[src/rtl/pixel_scaler_2x2_pkg.sv]
// Shared codes for the 2x2 tile scaler: modes, FSM states, tile positions
// and the select codes of the per-channel averaging unit.
package pixel_scaler_2x2_pkg;

    typedef enum logic [1:0] {
        MODE_PASS   = 2'b00,
        MODE_AVG4   = 2'b01,
        MODE_INTERP = 2'b10,
        MODE_RSVD   = 2'b11
    } mode_t;

    typedef enum logic {
        ST_COLLECT = 1'b0,
        ST_EMIT    = 1'b1
    } state_t;

    typedef enum logic [1:0] {
        POS_A = 2'd0,
        POS_B = 2'd1,
        POS_C = 2'd2,
        POS_D = 2'd3
    } pos_t;

    // averaging unit select: (a+c)>>1, (a+b)>>1, (a+b+c+d)>>2
    localparam logic [1:0] SEL_AC   = 2'b00;
    localparam logic [1:0] SEL_AB   = 2'b01;
    localparam logic [1:0] SEL_SUM4 = 2'b10;

    // the reserved mode code behaves exactly like pass-through
    function automatic mode_t norm_mode(input logic [1:0] m);
        return (m == MODE_RSVD) ? MODE_PASS : mode_t'(m);
    endfunction

endpackage

[src/rtl/pixel_scaler_2x2_avg_unit.sv]
// One colour channel of the scaler arithmetic: 2-tap or 4-tap unsigned
// average with optional round-half-up, result truncated back to DW bits.
module scaler_avg_unit
    import pixel_scaler_2x2_pkg::*;
#(
    parameter int DW    = 8,
    parameter int ROUND = 0
) (
    input  logic [DW-1:0] a,
    input  logic [DW-1:0] b,
    input  logic [DW-1:0] c,
    input  logic [DW-1:0] d,
    input  logic [1:0]    sel,
    output logic [DW-1:0] y
);

    localparam logic [DW+1:0] RND2 = {{(DW+1){1'b0}}, (ROUND != 0)};
    localparam logic [DW+1:0] RND4 = {{DW{1'b0}}, (ROUND != 0), 1'b0};

    logic [DW+1:0] sum2;
    logic [DW+1:0] sum4;

    // two extra bits hold the 4-tap sum plus rounding without overflow
    always_comb begin
        sum2 = {2'b00, a} + {2'b00, (sel == SEL_AB) ? b : c} + RND2;
        sum4 = {2'b00, a} + {2'b00, b} + {2'b00, c} + {2'b00, d} + RND4;
        y    = (sel == SEL_SUM4) ? DW'(sum4 >> 2) : DW'(sum2 >> 1);
    end

endmodule

[src/rtl/pixel_scaler_2x2.sv]
// Streaming 2x2 tile rescaler: collects A,B,C,D and emits pass-through,
// 4:1 average or 2-tap interpolated pixels through a registered output.
//
//   state      | meaning
//   -----------+------------------------------------------------------
//   ST_COLLECT | accepting tile pixels A..D, no output pending
//   ST_EMIT    | presenting the tile's output pixels, input stalled
module pixel_scaler_2x2
    import pixel_scaler_2x2_pkg::*;
#(
    parameter int DW    = 8,
    parameter int CH    = 3,
    parameter int ROUND = 0
) (
    input  logic             clk,
    input  logic             rst_n,
    input  logic             enable,
    input  logic [1:0]       mode,
    input  logic             in_valid,
    output logic             in_ready,
    input  logic [CH*DW-1:0] in_pixel,
    output logic             out_valid,
    input  logic             out_ready,
    output logic [CH*DW-1:0] out_pixel,
    output logic             out_last
);

    localparam int PW = CH * DW;

    state_t          state, state_nxt;
    pos_t            idx;
    mode_t           tile_mode;
    logic [1:0]      out_cnt;
    logic [PW-1:0]   tile [4];

    logic            in_xfer;
    logic            out_xfer;
    logic [1:0]      load_k;
    logic [1:0]      avg_sel;
    logic [PW-1:0]   d_op;
    logic [PW-1:0]   avg_pixel;
    logic [PW-1:0]   nxt_pixel;
    logic            nxt_last;

    // state register
    always_ff @(posedge clk or negedge rst_n) begin
        if (!rst_n) state <= ST_COLLECT;
        else        state <= state_nxt;
    end

    // next state and handshake; enable low overrides any transfer
    always_comb begin
        state_nxt = state;
        in_ready  = 1'b0;
        in_xfer   = 1'b0;
        out_xfer  = 1'b0;
        case (state)
            ST_COLLECT: begin
                in_ready = enable;
                in_xfer  = in_valid && enable;
                if (in_xfer && idx == POS_D) state_nxt = ST_EMIT;
            end
            ST_EMIT: begin
                out_xfer = out_valid && out_ready && enable;
                if (out_xfer && out_last) state_nxt = ST_COLLECT;
            end
            default: state_nxt = ST_COLLECT;
        endcase
        if (!enable) state_nxt = ST_COLLECT;
    end

    // pick the next output pixel; while D is arriving it comes straight
    // from the input so the first result is ready on the same edge
    always_comb begin
        load_k  = (state == ST_COLLECT) ? 2'd0 : out_cnt + 2'd1;
        d_op    = (state == ST_COLLECT) ? in_pixel : tile[3];
        avg_sel = SEL_AC;
        if (tile_mode == MODE_AVG4)  avg_sel = SEL_SUM4;
        else if (load_k != 2'd0)     avg_sel = SEL_AB;
        case (tile_mode)
            MODE_AVG4: begin
                nxt_pixel = avg_pixel;
                nxt_last  = 1'b1;
            end
            MODE_INTERP: begin
                nxt_pixel = avg_pixel;
                nxt_last  = (load_k == 2'd1);
            end
            default: begin
                nxt_pixel = tile[load_k];
                nxt_last  = (load_k == 2'd3);
            end
        endcase
    end

    for (genvar g = 0; g < CH; g++) begin : g_ch
        scaler_avg_unit #(.DW(DW), .ROUND(ROUND)) u_avg (
            .a   (tile[0][g*DW +: DW]),
            .b   (tile[1][g*DW +: DW]),
            .c   (tile[2][g*DW +: DW]),
            .d   (d_op[g*DW +: DW]),
            .sel (avg_sel),
            .y   (avg_pixel[g*DW +: DW])
        );
    end

    // tile buffer, position/output counters and the output register
    always_ff @(posedge clk or negedge rst_n) begin
        if (!rst_n) begin
            idx       <= POS_A;
            tile_mode <= MODE_PASS;
            out_cnt   <= 2'd0;
            out_valid <= 1'b0;
            out_pixel <= '0;
            out_last  <= 1'b0;
            for (int i = 0; i < 4; i++) tile[i] <= '0;
        end else if (!enable) begin
            idx       <= POS_A;
            out_cnt   <= 2'd0;
            out_valid <= 1'b0;
            out_last  <= 1'b0;
        end else begin
            if (in_xfer) begin
                tile[idx] <= in_pixel;
                idx       <= pos_t'(idx + 2'd1);
                if (idx == POS_A) tile_mode <= norm_mode(mode);
                if (idx == POS_D) begin
                    out_valid <= 1'b1;
                    out_pixel <= nxt_pixel;
                    out_last  <= nxt_last;
                    out_cnt   <= 2'd0;
                end
            end
            if (out_xfer) begin
                if (out_last) begin
                    out_valid <= 1'b0;
                    out_last  <= 1'b0;
                end else begin
                    out_cnt   <= out_cnt + 2'd1;
                    out_pixel <= nxt_pixel;
                    out_last  <= nxt_last;
                end
            end
        end
    end

endmodule

[config.mk]
export PLATFORM = sky130hd
export DESIGN_NAME = pixel_scaler_2x2
export DESIGN_NICKNAME = d
export VERILOG_FILES = /design/src/rtl/pixel_scaler_2x2_pkg.sv /design/src/rtl/pixel_scaler_2x2_avg_unit.sv /design/src/rtl/pixel_scaler_2x2.sv
export SDC_FILE = /design/constraint.sdc
export NUM_CORES = 1
export LEC_CHECK = 0
export ABC_AREA = 0
export CELL_PAD_IN_SITES_DETAIL_PLACEMENT = 1
export CELL_PAD_IN_SITES_GLOBAL_PLACEMENT = 2
export CORE_MARGIN = 1
export CORE_UTILIZATION = 30
export CTS_BUF_LIST = sky130_fd_sc_hd__clkbuf_4
export DETAILED_ROUTE_END_ITERATION = 8
export GPL_TIMING_DRIVEN = 1
export PLACE_DENSITY_LB_ADDON = 0.1
export SYNTH_ARGS = -nofsm -noshare
export SYNTH_HDL_FRONTEND = slang
export SYNTH_SLANG_ARGS = --single-unit
[constraint.sdc]
create_clock -name clk -period 4.1 [get_ports clk]
set_input_delay 1.23 -clock clk [delete_from_list [all_inputs] [get_ports clk]]
set_output_delay 1.23 -clock clk [all_outputs]
set_load 0.05 [all_outputs]
==> out/results.ini <==
[clock_tree]
postCtsResizedCells = 0
numClockSinks = 129
htree_levels = 4
cts_buffers = 17
postCtsHoldBufs = 0
cts_tree = done
insertion_delay_ns = 0.59
clk_pin_slew_ns = 0.13
cts-root-buf = clkbuf_4
postCtsSetupBuffers = 0
cts_max_path_buffers = 2

[finish]
layout.cells.non_filler = 1504
final_nets = 1185
syn2layout_area_growth_pct = 17.3
fin_util_pct = 35.7
layout-drive-gt1-share_pct = 21.0

[run]
maxCapViolations = 0

[setup_path]
r2r.worst_path.cells = 18
setup.worst_path.start_class = flop
cp.arrival_ns = 4.29
critical_path_class = reg2reg
critical_path_required_ns = 4.62
endpoint_kind = flop
cp_max_fo = 4

[sta]
whs_ns = 0.500
finClkSkew_ns = 0.0229
timing.fmax_mhz = 265
finalHoldViolCount = 0
period_minus_slack_ns = 3.77
rsz0062_at_grt = no
tightest_slew_ns = 1.05
setup_violations = 0
finalMaxSlewViolations = 0
min_period_over_period_pct = 91.9
relSlewSlack_pct = 29.8

[placement]
gp_congestion = 0.760
dp.final_hpwl_um = 23300
port_buffers = 57
numPlacedInstances = 1471

[yosys]
syn_inst = 955
ys_seq_elements = 129
synth_top_cells_by_area = dfrtp_1 33%, mux2_2 12%, ha_1 9.6%
synth_nets = 1092
synthTopCellsByCount = 129 x dfrtp_1, 102 x mux2_2, 85 x inv_1, 76 x ha_1, 63 x o21ai_0
avgSynthCellArea_sq_um = 10.3
synth.distinct_cells = 60
synth_edf_count = 0
synthArstFlopShare_pct = 100
synth_warnings = 0
ys.flop_type = dfrtp_1
synthesis.area_sq_um = 9870
netlist.area_leader.share_pct = 32.7
yosysMostFrequentCell = dfrtp_1
synth_top_area_cell = dfrtp_1
yosysSeqAreaShare_pct = 32.7

[pwr]
p_leak_nw = 5.24
peakVddDrop_mv = 0.283
pwr_density_cell_nw_per_um2 = 811

[die]
die_y_um = 183
start_util_pct = 30.4
core_area_sq_um = 32500
io_pins = 58
die_x_um = 183
dieArea_sq_um = 33600
rows = 66

[detailed_routing]
vias = 7521
avgRoutedWirePerCell_um = 20.6
drtIter0Drc = 352
post-route-drc-count = 0
routed_wl_um = 30900
antenna_left = 0
first_pass_iters = 4
vias_per_cell = 5.00

[grt]
gr-total-overflow = 0
grt_max_degree = 103
grt_usage_pct = 19.5
grt_pass1_vias = 8137
grt_pass1_wl_um = 48900
antenna_found_initial = 1

[hold_path]
hold_depth = 2
min_path_type = reg2reg

[outcome]
status = finished, final reports clean

-- per-layer routing --
metal / GRT usage, % / up-vias / routed length [um]
met3: 3.13 / 12 / 794
li1: - / 3602 / -
met5: 0 / - / 0
met4: 4.23 / 0 / 295
met2: 30.2 / 90 / 14000
met1: 28.3 / 3817 / 15800
-- path summary, 6_finish.rpt --
path,endpoint,startpoint,slack (ns)
min in group asynchronous,idx[1],rst_n,0.78
min reg2reg,out_pixel[0],out_pixel[0],0.50
max,out_pixel[14],tile[56],0.33
max reg2reg,out_pixel[14],tile[56],0.33
min,out_pixel[0],out_pixel[0],0.50
max in group asynchronous,tile[59],rst_n,2.44
-- logic make-up (layout without fill, tap and decap cells) --
kind of cell,Yosys count,after routing,synth area share (%)
AOI/OAI and AO/OA,210,210,13.3
and+or+nand+nor,193,193,10.0
DFF,129,129,32.7
buffers and inverters,121,227,4.92
adders and majority gates,106,106,15.7
xor gates and xnor gates,45,45,3.99
muxes,151,151,19.3
other,0,1,0
-- worst max-delay path, stage by stage (launching register included) --
cell and delay, ns:
dfrtp_1 0.45, ha_2 0.23, inv_1 0.06, fa_1 0.47, nor2b_1 0.13, o21ai_0 0.09
nand2b_1 0.12, a21o_1 0.16, a21o_1 0.19, xnor2_1 0.11, fa_1 0.55, inv_1 0.05
ha_1 0.33, nor3_1 0.20, nor2_1 0.06, o41a_1 0.12, xor2_1 0.14, nand2_1 0.07
a31oi_1 0.17
-- per-stage QoR --
step	TNS (ns)	instance area [sq um]	total power [W]	setup WS (ns)
after floorplan	0	9870	0.00656	0.630
after global placement	-0.161	11300	0.00842	-0.0650
after detailed placement	-0.352	11300	0.00846	-0.101
after CTS	0	11600	0.00956	0.262
after global routing	0	11600	0.0104	0.00732
final	0	11600	0.00939	0.330
-- sequential cells by signal, summed over array words and instances, names as in the netlist --
signal / cells
out_last: 1
out_valid: 1
out_cnt: 2
tile: 96
out_pixel: 24
state: 1
idx: 2
tile_mode: 2
-- layout by cell type, fill, tap and decap left out, types with 9 or more instances in the layout --
master	n
xor2_1	25
nand2_1	57
ha_1	75
nand2b_1	15
clkbuf_4	20
nor2b_1	21
buf_4	52
o21ai_0	63
xnor2_1	20
a211oi_1	12
dfrtp_1	128
fa_1	30
a21oi_1	52
o22ai_1	9
nor2_1	40
inv_1	85
mux4_2	21
mux2i_1	27
nand3_1	10
clkdlybuf4s50_1	55
mux2_2	102
a21o_1	23
nor3_1	9
-- area by class of cell --
type | count | area [sq um]
Multi-Input combinational cell | 705 | 6170
Clock buffer | 20 | 150
Timing Repair Buffer | 110 | 992
Inverter | 85 | 319
Antenna cell | 1 | 2.50
Fill cell | 3653 | 20900
Tap cell | 442 | 553
Clock inverter | 12 | 165
Sequential cell | 129 | 3230
-- report_power, final --
part           internal (W)  total [W]  leakage, nW  switching, W
Sequential          0.00165    0.00204         1.64      0.000387
Clock              0.000497    0.00103        0.174      0.000528
Combinational       0.00291    0.00633         3.43       0.00342
Total               0.00506    0.00939         5.24       0.00433
No activity file was read; power rests on OpenSTA's default activity.
